$ cat src/rtl/spi_regfile_peripheral.sv
// ============================================================================
// spi_regfile_peripheral
//
// SPI mode-0 (CPOL=0, CPHA=0) target that decodes 1+ADDR_W+DATA_W bit frames
// {rw, addr, data} (MSB first, rw=1 means write) into NUM_REGS registers.
// SCLK, nCS and COPI are oversampled in the clk domain through SYNC_STAGES
// synchroniser flops and edge-detected after the last stage.
//
// Optional feature macro: SPI_READBACK_EN
//   defined   : read frames (rw=0) shift reg[addr] out on cipo during the
//               data phase (0 for out-of-range addresses)
//   undefined : cipo tied low; read frames are parsed and length-checked only
//
// Ports
//   clk        system clock, at least 8x the SCLK frequency
//   rst_n      asynchronous active-low reset
//   ncs        SPI chip select, active low
//   sclk       SPI clock
//   copi       controller-out data
//   cipo       target-out data (read data)
//   regs_out   register contents, reg k at [k*DATA_W +: DATA_W]
//   wr_pulse   one-hot, high for one clk when reg k is written
//   frame_err  one clk pulse when a frame has the wrong length
// ============================================================================
module spi_regfile_peripheral #(
    parameter int NUM_REGS    = 5,
    parameter int ADDR_W      = 7,
    parameter int DATA_W      = 8,
    parameter int SYNC_STAGES = 2
) (
    input  logic                         clk,
    input  logic                         rst_n,
    input  logic                         ncs,
    input  logic                         sclk,
    input  logic                         copi,
    output logic                         cipo,
    output logic [NUM_REGS*DATA_W-1:0]   regs_out,
    output logic [NUM_REGS-1:0]          wr_pulse,
    output logic                         frame_err
);

    localparam int FRAME_BITS = 1 + ADDR_W + DATA_W;
    localparam int CNT_W      = $clog2(FRAME_BITS + 2);
    // Shift register must hold the whole header as well as the data field.
    localparam int SHIFT_W    = ((1 + ADDR_W) > DATA_W) ? (1 + ADDR_W) : DATA_W;

    localparam logic [CNT_W-1:0] CNT_HDR_LAST = CNT_W'(ADDR_W);
    localparam logic [CNT_W-1:0] CNT_FRAME    = CNT_W'(FRAME_BITS);
    localparam logic [CNT_W-1:0] CNT_OVR      = CNT_W'(FRAME_BITS + 1);

    typedef enum logic [1:0] {
        IDLE,
        ADDR,
        DATA,
        COMMIT
    } state_t;

    state_t                 state;
    logic [SYNC_STAGES-1:0] ncs_sync;
    logic [SYNC_STAGES-1:0] sclk_sync;
    logic [SYNC_STAGES-1:0] copi_sync;
    logic                   ncs_d;
    logic                   sclk_d;
    logic [CNT_W-1:0]       cnt;
    logic [SHIFT_W-1:0]     shift_q;
    logic [SHIFT_W-1:0]     shift_next;
    logic                   rw_q;
    logic [ADDR_W-1:0]      addr_q;

    logic ncs_s;
    logic sclk_s;
    logic copi_s;
    logic start;
    logic stop;
    logic sclk_rise;
    logic hdr_done;

    // Synchronisers idle at the bus-idle levels so that reset release with
    // the bus idle produces no spurious edges.
    always_ff @(posedge clk or negedge rst_n) begin
        if (!rst_n) begin
            ncs_sync  <= '1;
            sclk_sync <= '0;
            copi_sync <= '0;
            ncs_d     <= 1'b1;
            sclk_d    <= 1'b0;
        end else begin
            ncs_sync  <= {ncs_sync[SYNC_STAGES-2:0], ncs};
            sclk_sync <= {sclk_sync[SYNC_STAGES-2:0], sclk};
            copi_sync <= {copi_sync[SYNC_STAGES-2:0], copi};
            ncs_d     <= ncs_sync[SYNC_STAGES-1];
            sclk_d    <= sclk_sync[SYNC_STAGES-1];
        end
    end

    assign ncs_s      = ncs_sync[SYNC_STAGES-1];
    assign sclk_s     = sclk_sync[SYNC_STAGES-1];
    assign copi_s     = copi_sync[SYNC_STAGES-1];
    assign start      = ncs_d & ~ncs_s;
    assign stop       = ~ncs_d & ncs_s;
    assign sclk_rise  = ~ncs_s & sclk_s & ~sclk_d;
    assign shift_next = {shift_q[SHIFT_W-2:0], copi_s};
    // Rise that completes the rw+address header.
    assign hdr_done   = (state == ADDR) && sclk_rise && (cnt == CNT_HDR_LAST);

    // Frame FSM, register file and registered strobes. A stop in any state
    // goes to COMMIT, where the frame length decides between write and error.
    always_ff @(posedge clk or negedge rst_n) begin
        if (!rst_n) begin
            state     <= IDLE;
            cnt       <= '0;
            shift_q   <= '0;
            rw_q      <= 1'b0;
            addr_q    <= '0;
            regs_out  <= '0;
            wr_pulse  <= '0;
            frame_err <= 1'b0;
        end else begin
            wr_pulse  <= '0;
            frame_err <= 1'b0;
            case (state)
                IDLE: begin
                    if (stop) begin
                        state <= COMMIT;
                    end else if (start) begin
                        state   <= ADDR;
                        cnt     <= '0;
                        shift_q <= '0;
                    end
                end
                ADDR: begin
                    if (stop) begin
                        state <= COMMIT;
                    end else if (sclk_rise) begin
                        cnt     <= cnt + 1'b1;
                        shift_q <= shift_next;
                        if (hdr_done) begin
                            rw_q   <= shift_next[ADDR_W];
                            addr_q <= shift_next[ADDR_W-1:0];
                            state  <= DATA;
                        end
                    end
                end
                DATA: begin
                    if (stop) begin
                        state <= COMMIT;
                    end else if (sclk_rise) begin
                        // Extra bits park the counter at FRAME_BITS+1 so an
                        // overrun can never wrap back to a valid length.
                        if (cnt < CNT_FRAME) begin
                            cnt     <= cnt + 1'b1;
                            shift_q <= shift_next;
                        end else begin
                            cnt <= CNT_OVR;
                        end
                    end
                end
                COMMIT: begin
                    if (cnt == CNT_FRAME) begin
                        // Out-of-range addresses match no k and are dropped.
                        if (rw_q) begin
                            for (int k = 0; k < NUM_REGS; k++) begin
                                if (addr_q == ADDR_W'(k)) begin
                                    regs_out[k*DATA_W +: DATA_W] <= shift_q[DATA_W-1:0];
                                    wr_pulse[k]                  <= 1'b1;
                                end
                            end
                        end
                    end else begin
                        frame_err <= 1'b1;
                    end
                    cnt     <= '0;
                    shift_q <= '0;
                    // A start arriving while committing begins the next frame.
                    state   <= start ? ADDR : IDLE;
                end
                default: state <= IDLE;
            endcase
        end
    end

`ifdef SPI_READBACK_EN
    logic [DATA_W-1:0] tx_q;
    logic [DATA_W-1:0] rd_word;
    logic              sclk_fall;

    assign sclk_fall = ~ncs_s & ~sclk_s & sclk_d;

    // Read mux keyed by the address being latched this cycle.
    always_comb begin
        rd_word = '0;
        for (int k = 0; k < NUM_REGS; k++) begin
            if (shift_next[ADDR_W-1:0] == ADDR_W'(k)) begin
                rd_word = regs_out[k*DATA_W +: DATA_W];
            end
        end
    end

    // The fall right after the last header rise must not shift: the MSB is
    // presented then and sampled by the controller on the next rise.
    always_ff @(posedge clk or negedge rst_n) begin
        if (!rst_n) begin
            tx_q <= '0;
        end else if (state == IDLE) begin
            tx_q <= '0;
        end else if (hdr_done && !shift_next[ADDR_W]) begin
            tx_q <= rd_word;
        end else if ((state == DATA) && sclk_fall && (cnt > CNT_W'(1 + ADDR_W))) begin
            tx_q <= {tx_q[DATA_W-2:0], 1'b0};
        end
    end

    assign cipo = tx_q[DATA_W-1];
`else
    assign cipo = 1'b0;
`endif

endmodule

$ cat config.mk
export PLATFORM = sky130hd
export DESIGN_NAME = spi_regfile_peripheral
export DESIGN_NICKNAME = d
export VERILOG_FILES = /design/src/rtl/spi_regfile_peripheral.sv
export SDC_FILE = /design/constraint.sdc
export NUM_CORES = 1
export LEC_CHECK = 0
export ABC_AREA = 1
export CAP_MARGIN = 30
export CORE_MARGIN = 2
export CORE_UTILIZATION = 49
export CTS_CLUSTER_DIAMETER = 50
export DETAILED_ROUTE_END_ITERATION = 6
export PLACE_DENSITY_LB_ADDON = 0.3
export SYNTH_ARGS = -nofsm -noshare
export SYNTH_HDL_FRONTEND = slang
export SYNTH_SLANG_ARGS = --single-unit
$ cat constraint.sdc
create_clock -name clk -period 1.6 [get_ports clk]
set_input_delay 0.32 -clock clk [delete_from_list [all_inputs] [get_ports clk]]
set_output_delay 0.32 -clock clk [all_outputs]
set_load 0.005 [all_outputs]
* After elaboration in Yosys (flattened, before gate mapping)
Index checks and enable logic that the tools add are counted.
Storage, ports and cells: bits in registers 77, input bits 5, output and inout bits 47, logic and storage cells 94
Cells by class: add/sub/neg operators 1, magnitude comparators 1, equal/unequal tests 20, mux-type cells 34, bitwise logic cells 8, reductions and logical operators 13
Operators by type and width (count):
- 2-to-1 mux 8 bit | 7
- 2-to-1 mux 5 bit | 10
- one-hot mux 8 bit (4 select lines) | 1
- AND reduction 4 bit | 7
- one-hot mux 5 bit (4 select lines) | 1
- inequality test 2 bit, second input constant | 8
- == test 7 x 2 -> 1 bit, second input constant | 2
- 2-to-1 mux 2 bit | 6
- inequality test 3 bit, second input constant | 3
- 2-to-1 mux 1 bit | 8
- one-hot mux 2 bit (4 select lines) | 1
- == test 7 x 1 -> 1 bit, second input constant | 1
- == test 7 x 3 -> 1 bit, second input constant | 1
- logical NOT 7 bit | 1
- AND reduction 7 bit | 1
- AND reduction 6 bit | 1
- adder 5 x 1 -> 5 bit, second input constant | 1
- == test 5 x 3 -> 1 bit, second input constant | 1
- == test 5 bit, second input constant | 1
- < comparator 5 bit, second input constant | 1
- AND 1 bit | 4
- == test 2 bit, second input constant | 2
- NOT 1 bit | 4
- == test 2 x 1 -> 1 bit, second input constant | 1
- other kinds (2) | 3

* Depth between registers and ports, before layout
Gate-level depths: netlist of run 1.
depth in word-level cells 9, depth in mapped cells 9

* Least setup slack after synthesis of run 1
Ideal clock, no wire load.
path kind register -> register, from register state[1], to register addr_q[2], library setup time 118 ps, arrival 1513 ps, data required time 1482 ps, path slack -31 ps, stages on the path, launching flop included 8, path buffers 0, cells stage by stage dfrtp_1 inv_1 ha_1 inv_1 nor4_4 nand3_4 nand2_1 nand2_1
Between the ends: cells in the longest elaborated chain, start to end 4
RTL lines:
- start: declaration | RTL line 58 | state_t state;
- start signal: assignment | RTL line 175 | state <= start ? ADDR : IDLE;
- == test 2 x 1 -> 1 bit * | RTL line 104, 121
- logical AND 1 bit (2 in a row) | RTL line 104 | assign hdr_done = (state == ADDR) && sclk_rise && (cnt == CNT_HDR_LAST);
- AND reduction 4 bit (no source line) *
- end signal: assignment | RTL line 139 | addr_q <= shift_next[ADDR_W-1:0];
- end: declaration | RTL line 68 | logic [ADDR_W-1:0] addr_q;
Every way passes the cells marked *; elsewhere a longest branch is shown, timed or not. A chain may end at the register's enable or synchronous reset.

* Worst setup path in the final report of run 1
from register state[1], to register rw_q
Between the ends: cells in the longest elaborated chain, start to end 4
RTL lines:
- == test 2 x 1 -> 1 bit * | RTL line 104, 121
- logical AND 1 bit (2 in a row) | RTL line 104
- AND reduction 4 bit (no source line) *
- end signal: assignment | RTL line 138 | rw_q <= shift_next[ADDR_W];
- end: declaration | RTL line 67 | logic rw_q;
Marked as above.

==> results by group, run 1 <==
CTS
  • Root Driver: clkbuf_8
  • CTS Sinks: 77
  • CTS tree: yes
  • CTS buffer count: 9
  • Reg clk slew, reported paths: 0.07 ns
  • # H-tree levels: 3
  • Bufs on Longest Clock Path: 2
  • Clk Latency, worst-skew pair: 0.35 ns

Timing
  • Slew Limit Fails: 0
  • Final worst slack: -0.0217 ns
  • Final period util: 101%
  • Setup Viol. Count Final: 1
  • Hold violation count in the final report: 0
  • Unrepaired setup endpoints after global routing: yes
  • Minimum clock period: 1.62 ns
  • Setup TNS: -0.0217 ns
  • Fmax: 617 MHz
  • Worst Skew: 0.0123 ns

Critical path
  • CP arrival: 1.90 ns
  • WS Path Type: reg -> reg
  • Critical path peak fanout: 7
  • Worst path required time: 1.88 ns
  • FF-to-FF setup slack: -0.02 ns
  • Critical path endpoint category: register
  • CP Launch Type: register

Global route
  • First-pass GRT wire length: 13.9 mm
  • Vias in the first global route: 2977
  • All-layer global routing usage: 20.8%
  • Antenna violations before repair: 0
  • Grt ovf: 0
  • Largest net degree at the start of global routing: 36

Finish
  • Post-layout util: 68.0%
  • Final #Nets: 538
  • Share of layout cells above drive strength 1: 23.3%
  • Antenna Cells: 0
  • Area grow syn2layout: 33.1%

Logic synthesis
  • Post-Syn Area: 3740 um^2
  • Number of synthesis warnings: 0
  • Post-Synthesis Cells: 429
  • Syn_nets: 444
  • Synth Area per Inst: 8.73 um^2
  • Seq/Total Area, Yosys: 51.6%
  • Post-synthesis cell type count: 32
  • Post-synthesis register bit count: 77

Route
  • DR WL/cell: 13.6 um
  • Initial DRT Pass Iterations: 4
  • Vias per cell: 5.02
  • DR iter-0 viols: 220
  • Via count: 3146
  • Final antenna-violating net count: 0
  • Drt drc: 0
  • WL final: 8.51 mm

Pwr
  • PwrDens: 1110 nW/um^2
  • Internal power: 3610 uW
  • Part of the power in registers: 39.3%
  • Combinational share of power: 34.3%
  • Switching share of power: 34.7%
  • Net load switching power: 1920 uW
  • Clock power frac: 26.4%
  • Total power: 5530 uW
  • Leak Pwr: 0.00258 uW
  • Maximum VDD drop: 0.784 mV

Floorplan
  • Number of I/O pins: 52
  • Starting Density: 51.1%
  • Row cnt: 31
  • Core Region: 7330 um^2
  • Die Span Y: 91.4 um
  • Total die area: 8350 um^2
  • DIE WIDTH: 91.4 um

Status
  • Status: complete, but fails checks
  • Failing checks: negative setup slack

Placed design
  • Routability congestion estimate: 0.837
  • DPL Wire Length: 5.78 mm
  • PortBufs: 50

Run
  • Count of maximum capacitance violations: 0

Hold path
  • HP Class: reg -> reg
==> worst max-delay path: stages, from the launching register on <==
cell and delay, ns:
dfrtp_1 0.43, inv_2 0.12, ha_4 0.16, inv_2 0.04, buf_6 0.12, nor4_4 0.30
buf_4 0.21, nand4_1 0.10, nand2_1 0.08
==> cells by family (layout without fill, tap and decap cells) <==
kind of cell | count (synthesis) | count (layout) | synth area share, %
flip-flops | 77 | 77 | 51.6
buffers and inverters | 89 | 184 | 9.93
AO/OA/AOI/OAI | 28 | 28 | 5.38
AND/OR/NAND/NOR | 224 | 228 | 29.7
other | 1 | 1 | 0.100
adder cells (fa/ha/maj) | 10 | 10 | 3.34
==> power by group through the flow <==
| stage | Clock [uW] | Sequential, uW | Combinational, uW |
|---|---|---|---|
| after global routing | 1560 | 2190 | 2060 |
| final | 1460 | 2170 | 1900 |
| after global placement | 0 | 2190 | 1460 |
| after detailed placement | 0 | 2190 | 1510 |
| after floorplan | 0 | 2180 | 900 |
| after CTS | 1480 | 2160 | 1590 |
==> through the flow <==
stage	setup WS (ns)	hold WS, ns	std cells	instance area (um^2)
6_report	-0.0217	0.355	627	4980
5_1_grt	-0.105	0.361	627	4980
4_1_cts	-0.00379	0.357	616	4800
3_5_place_dp	-0.160	0.239	597	4530
3_3_place_gp	-0.0179	0.239	597	4530
2_1_floorplan	0.0218	0.0244	429	3740
==> repair_timing <==
action | 4_1_cts | 5_1_grt
pin swaps | 5 | 15
gates cloned | 1 | 3
hold buffers | 1 | 0
setup endpoints to repair | 38 | 64
resized for setup | 13 | 28
endpoints found under the hold margin | 18 | 0
setup buffers | 1 | 8
==> area by class of cell <==
class | instances | area (um^2)
Sequential cell | 77 | 1930
Clock inverter | 5 | 60.1
Multi-Input combinational cell | 267 | 1600
Inverter | 80 | 300
Clock buffer | 11 | 141
Fill cell | 542 | 2350
Timing Repair Buffer | 88 | 831
Tap cell | 99 | 124
==> cells in the mapped netlist, drive strengths merged <==
cell,number,area (um^2)
nand3,39,220
nor3,1,16.3
inv,79,297
and2,1,6.26
and3,1,6.26
clkbuf,1,3.75
nor2,18,108
or2,1,6.26
nor4,2,27.5
nand4,14,103
a31oi,1,6.26
a21oi,4,20.0
ha,10,125
dfrtp,74,1850
o21ai,23,175
dfstp,3,78.8
nand3b,9,67.6
conb,1,3.75
buf,8,67.6
nand2,138,551
clkinv,1,3.75
==> sequential cells by signal, summed over array words and instances, names as in the netlist <==
register	flops
wr_pulse	5
addr_q	7
ncs_d	1
copi_sync	2
cnt	5
state	2
frame_err	1
shift_q	8
sclk_sync	2
ncs_sync	2
rw_q	1
regs_out	40
sclk_d	1
==> final timing paths <==
kind / from / to / depth (start not counted)
max: state[1] / rw_q / 8
min: copi_sync[0] / copi_sync[1] / 0
max reg2reg: state[1] / rw_q / 8
max in group asynchronous: rst_n / shift_q[7] / 3
min reg2reg: copi_sync[0] / copi_sync[1] / 0
min in group asynchronous: rst_n / copi_sync[1] / 2
==> placed cells by master, fill, tap and decap left out, types with 3 or more instances in the layout <==
cell / count
nand2_1: 125
inv_1: 74
dfrtp_1: 73
clkdlybuf4s50_1: 49
nand3_1: 35
buf_4: 33
o21ai_2: 17
nand4_1: 13
clkbuf_8: 10
nor2_1: 9
nand3b_1: 9
nor2_4: 7
nand2_2: 7
ha_2: 6
inv_2: 5
nand2_4: 5
nor2_2: 5
o21ai_0: 5
a21oi_1: 4
clkinvlp_4: 4
nand3_4: 3
dfstp_2: 3
buf_12: 3
==> layer usage <==
layer / wire length (um) / global-route usage, % / share of wire (%) / vias to the layer above
met5: 0 / 0 / 0 / -
met4: 146 / 7.58 / 1.7 / 0
met3: 417 / 3.40 / 4.9 / 14
met2: 4170 / 34.1 / 49 / 99
met1: 3770 / 27.8 / 44 / 1504
li1: - / - / - / 1529
Power figures use the tool's default switching activity.
==> run 2: changes to the inputs <==
--- a/config.mk
+++ b/config.mk
@@ -7,7 +7,7 @@
 export LEC_CHECK = 0
 export ABC_AREA = 1
 export CAP_MARGIN = 30
-export CORE_MARGIN = 2
+export CORE_MARGIN = 4
 export CORE_UTILIZATION = 49
 export CTS_CLUSTER_DIAMETER = 50
 export DETAILED_ROUTE_END_ITERATION = 6
==> run 2 against run 1 <==
The run now ends clean. Design area increased by 2.1%. Via count is 1.1% lower. Setup slack better by 0.054 ns. Total power increased by 4.3%. Combinational power is 9% higher. Clock power grew 3%. Global-route usage shrank 0.52 points. Sequential share of layout area fell by 0.78 points. Clock skew fell by 0.00077 ns. Hold slack got worse by 0.0020 ns. Die area increased by 8.9%. Critical endpoint is now cnt[3].
==> results by group, run 2 (synthesized netlist as in run 1, its figures left out) <==
Status
  • Status: finished clean

Finish
  • Area grow syn2layout: 35.9%
  • Fin area: 5090 um^2 (+2.1%)
  • Final #Nets: 537 (-0.19%)
  • Leading cell type in the layout, fill and taps excluded: nand2_1
  • Antenna Cells: 0 (unchanged)
  • Largest register FFs: 40 (unchanged)
  • Post-layout util: 69.4% (+1.4 points)
  • Most frequent cells in the layout: nand2_1 (126), dfrtp_1 (72), inv_1 (71)
  • Biggest regs: regs_out x40, shift_q x8, addr_q x7
  • Share of layout cells above drive strength 1: 23.7% (+0.42 points)
  • Largest Register: regs_out
  • FILL cells: 536 (-1.1%)

Floorplan
  • DIE WIDTH: 95.4 um (+4.4%)
  • Total die area: 9100 um^2 (+8.9%)
  • Row cnt: 31 (unchanged)
  • Core Region: 7330 um^2 (unchanged)
  • Die Span Y: 95.4 um (+4.4%)
  • Starting Density: 51.1% (unchanged)
  • Number of I/O pins: 52 (unchanged)

CTS
  • CTS buffer count: 9 (unchanged)
  • # H-tree levels: 3 (unchanged)
  • CTS tree: yes
  • Root Driver: clkbuf_8
  • Reg clk slew, reported paths: 0.08 ns (about the same)
  • CTS Sinks: 77 (unchanged)
  • Clk Latency, worst-skew pair: 0.37 ns (+0.02 ns)
  • Bufs on Longest Clock Path: 2 (unchanged)

Pwr
  • Total power: 5770 uW (+4.3%)
  • Leak Pwr: 0.00275 uW (+6.7%)
  • Switching share of power: 35.2% (+0.48 points)
  • Part of the power in registers: 37.9% (-1.4 points)
  • Maximum VDD drop: 0.859 mV (+9.5%)
  • Internal power: 3740 uW (+3.6%)
  • PwrDens: 1130 nW/um^2 (+2.2%)
  • Clock power frac: 26.0% (-0.4 points)
  • Combinational share of power: 36.1% (+1.8 points)
  • Net load switching power: 2030 uW (+5.8%)

Placed design
  • DP Area: 4550 um^2 (+0.55%)
  • DPL Wire Length: 5.89 mm (+1.9%)
  • PortBufs: 50 (unchanged)
  • Post-placement setup slack: -0.0631 ns (+0.0969 ns)
  • Routability congestion estimate: 0.843 (+0.68%)

Timing
  • Slew Limit Fails: 0 (unchanged)
  • Fmax: 638 MHz (+3.5%)
  • Setup TNS: 0 ns (+0.0217 ns)
  • Setup Viol. Count Final: 0 (-1)
  • Unrepaired setup endpoints after global routing: yes
  • Worst Skew: 0.0115 ns (-0.000767 ns)
  • Final period util: 98.0% (-3.4 points)
  • Minimum clock period: 1.57 ns (-0.0544 ns)
  • Final worst slack: 0.0326 ns (+0.0544 ns)
  • Hold violation count in the final report: 0 (unchanged)

Route
  • DR iter-0 viols: 175 (-20%)
  • Final antenna-violating net count: 0 (unchanged)
  • WL final: 8.82 mm (+3.6%)
  • Vias per cell: 4.97 (-0.95%)
  • Via count: 3111 (-1.1%)
  • Drt drc: 0 (unchanged)
  • DR WL/cell: 14.1 um (+3.8%)
  • Initial DRT Pass Iterations: 4 (unchanged)

Run
  • Count of maximum capacitance violations: 0 (unchanged)

Hold path
  • HP Class: reg -> reg

Global route
  • Grt ovf: 0 (unchanged)
  • Antenna violations before repair: 0 (unchanged)
  • Vias in the first global route: 2997 (+0.67%)
  • Largest net degree at the start of global routing: 28 (-22%)
  • First-pass GRT wire length: 14.0 mm (+0.74%)
  • All-layer global routing usage: 20.3% (-0.52 points)

Critical path
  • Critical path peak fanout: 5 (-2)
  • CP Launch Type: register
  • Worst path required time: 1.90 ns (+0.02 ns)
  • WS Path Type: reg -> reg
  • Crit-path max cell delay: 0.53 ns (+0.10 ns)
  • Most frequent CP cell: buf_4
  • CP cell instances: inv_1, ha_2, buf_4, o21ai_4, and3_4, buf_4, nand3_1, nand2_1
  • Critical path endpoint category: register
  • CP arrival: 1.87 ns (-0.03 ns)
  • Critical path's slowest cell: dfstp_2
-- run 2: cell count changes in the layout (fill, tap and decap cells not counted), sizes merged --
cell / before / now
clkdlybuf4s50: 49 / 41
nor2: 21 / 20
clkbuf: 11 / 13
dlymetal6s2s: 0 / 8
buf: 38 / 36
-- run 2: repair_timing --
| item | in CTS | in global routing |
|---|---|---|
| pin swaps | 5 | 14 |
| setup endpoints to repair | 28 | 71 |
| gates resized for setup | 15 | 43 |
| setup buffers | 0 | 7 |
| hold buffers | 1 | 0 |
| endpoints found under the hold margin | 24 | 0 |
| cloned | 1 | 4 |
-- run 2: metrics by stage --
step           cells  hold WS (ns)
3_3_place_gp     597         0.274
6_report         626         0.353
2_1_floorplan    429        0.0244
5_1_grt          626         0.362
3_5_place_dp     597         0.274
4_1_cts          615         0.347
-- run 2: final cells by class --
cell class              count  area, um^2  area share, %
well taps                  99         124           2.43
clock buffers              11         141           2.78
inverters                  80         305           6.00
multi-input cells         266        1620           31.9
clock inverters             5        60.1           1.18
flip-flops and latches     77        1930           38.0
repair buffers             88         902           17.7
-- run 2: power by group through the flow --
| stage | Combinational, uW | Clock [uW] | Sequential [uW] |
|---|---|---|---|
| after detailed placement | 1500 | 0 | 2190 |
| after CTS | 1600 | 1530 | 2170 |
| after floorplan | 900 | 0 | 2180 |
| final | 2080 | 1500 | 2190 |
| after global placement | 1480 | 0 | 2180 |
| after global routing | 2290 | 1610 | 2210 |
-- run 2: layer usage --
metal / track usage, % / wire (um) / vias to the layer above / share of wire (%)
met5: 0 / 0 / - / 0
met4: 8.65 / 189 / 0 / 2.1
met3: 4.42 / 458 / 18 / 5.2
met2: 32.6 / 4350 / 77 / 49
met1: 26.5 / 3810 / 1486 / 43
li1: - / - / 1530 / -
-- run 2: path summary, 6_finish.rpt --
kind                              startpoint           end  slack, ns  cells past startpoint
worst max register to register         ncs_d        cnt[3]       0.03                      8
worst min register to register  sclk_sync[0]  sclk_sync[1]       0.35                      0
worst max-delay path                   ncs_d        cnt[3]       0.03                      8
min in group asynchronous              rst_n   wr_pulse[2]       0.42                      2
worst min-delay path            sclk_sync[0]  sclk_sync[1]       0.35                      0
max in group asynchronous              rst_n   ncs_sync[1]       0.62                      3
-- run 2: worst max-delay path, delay by kind of cell (launching register included) --
kind	cells	cell delay [ns]
DFF	1	0.53
and+or+nand+nor	3	0.39
buffers and inverters	3	0.33
adders and majority gates	1	0.17
AOI/OAI and AO/OA	1	0.08
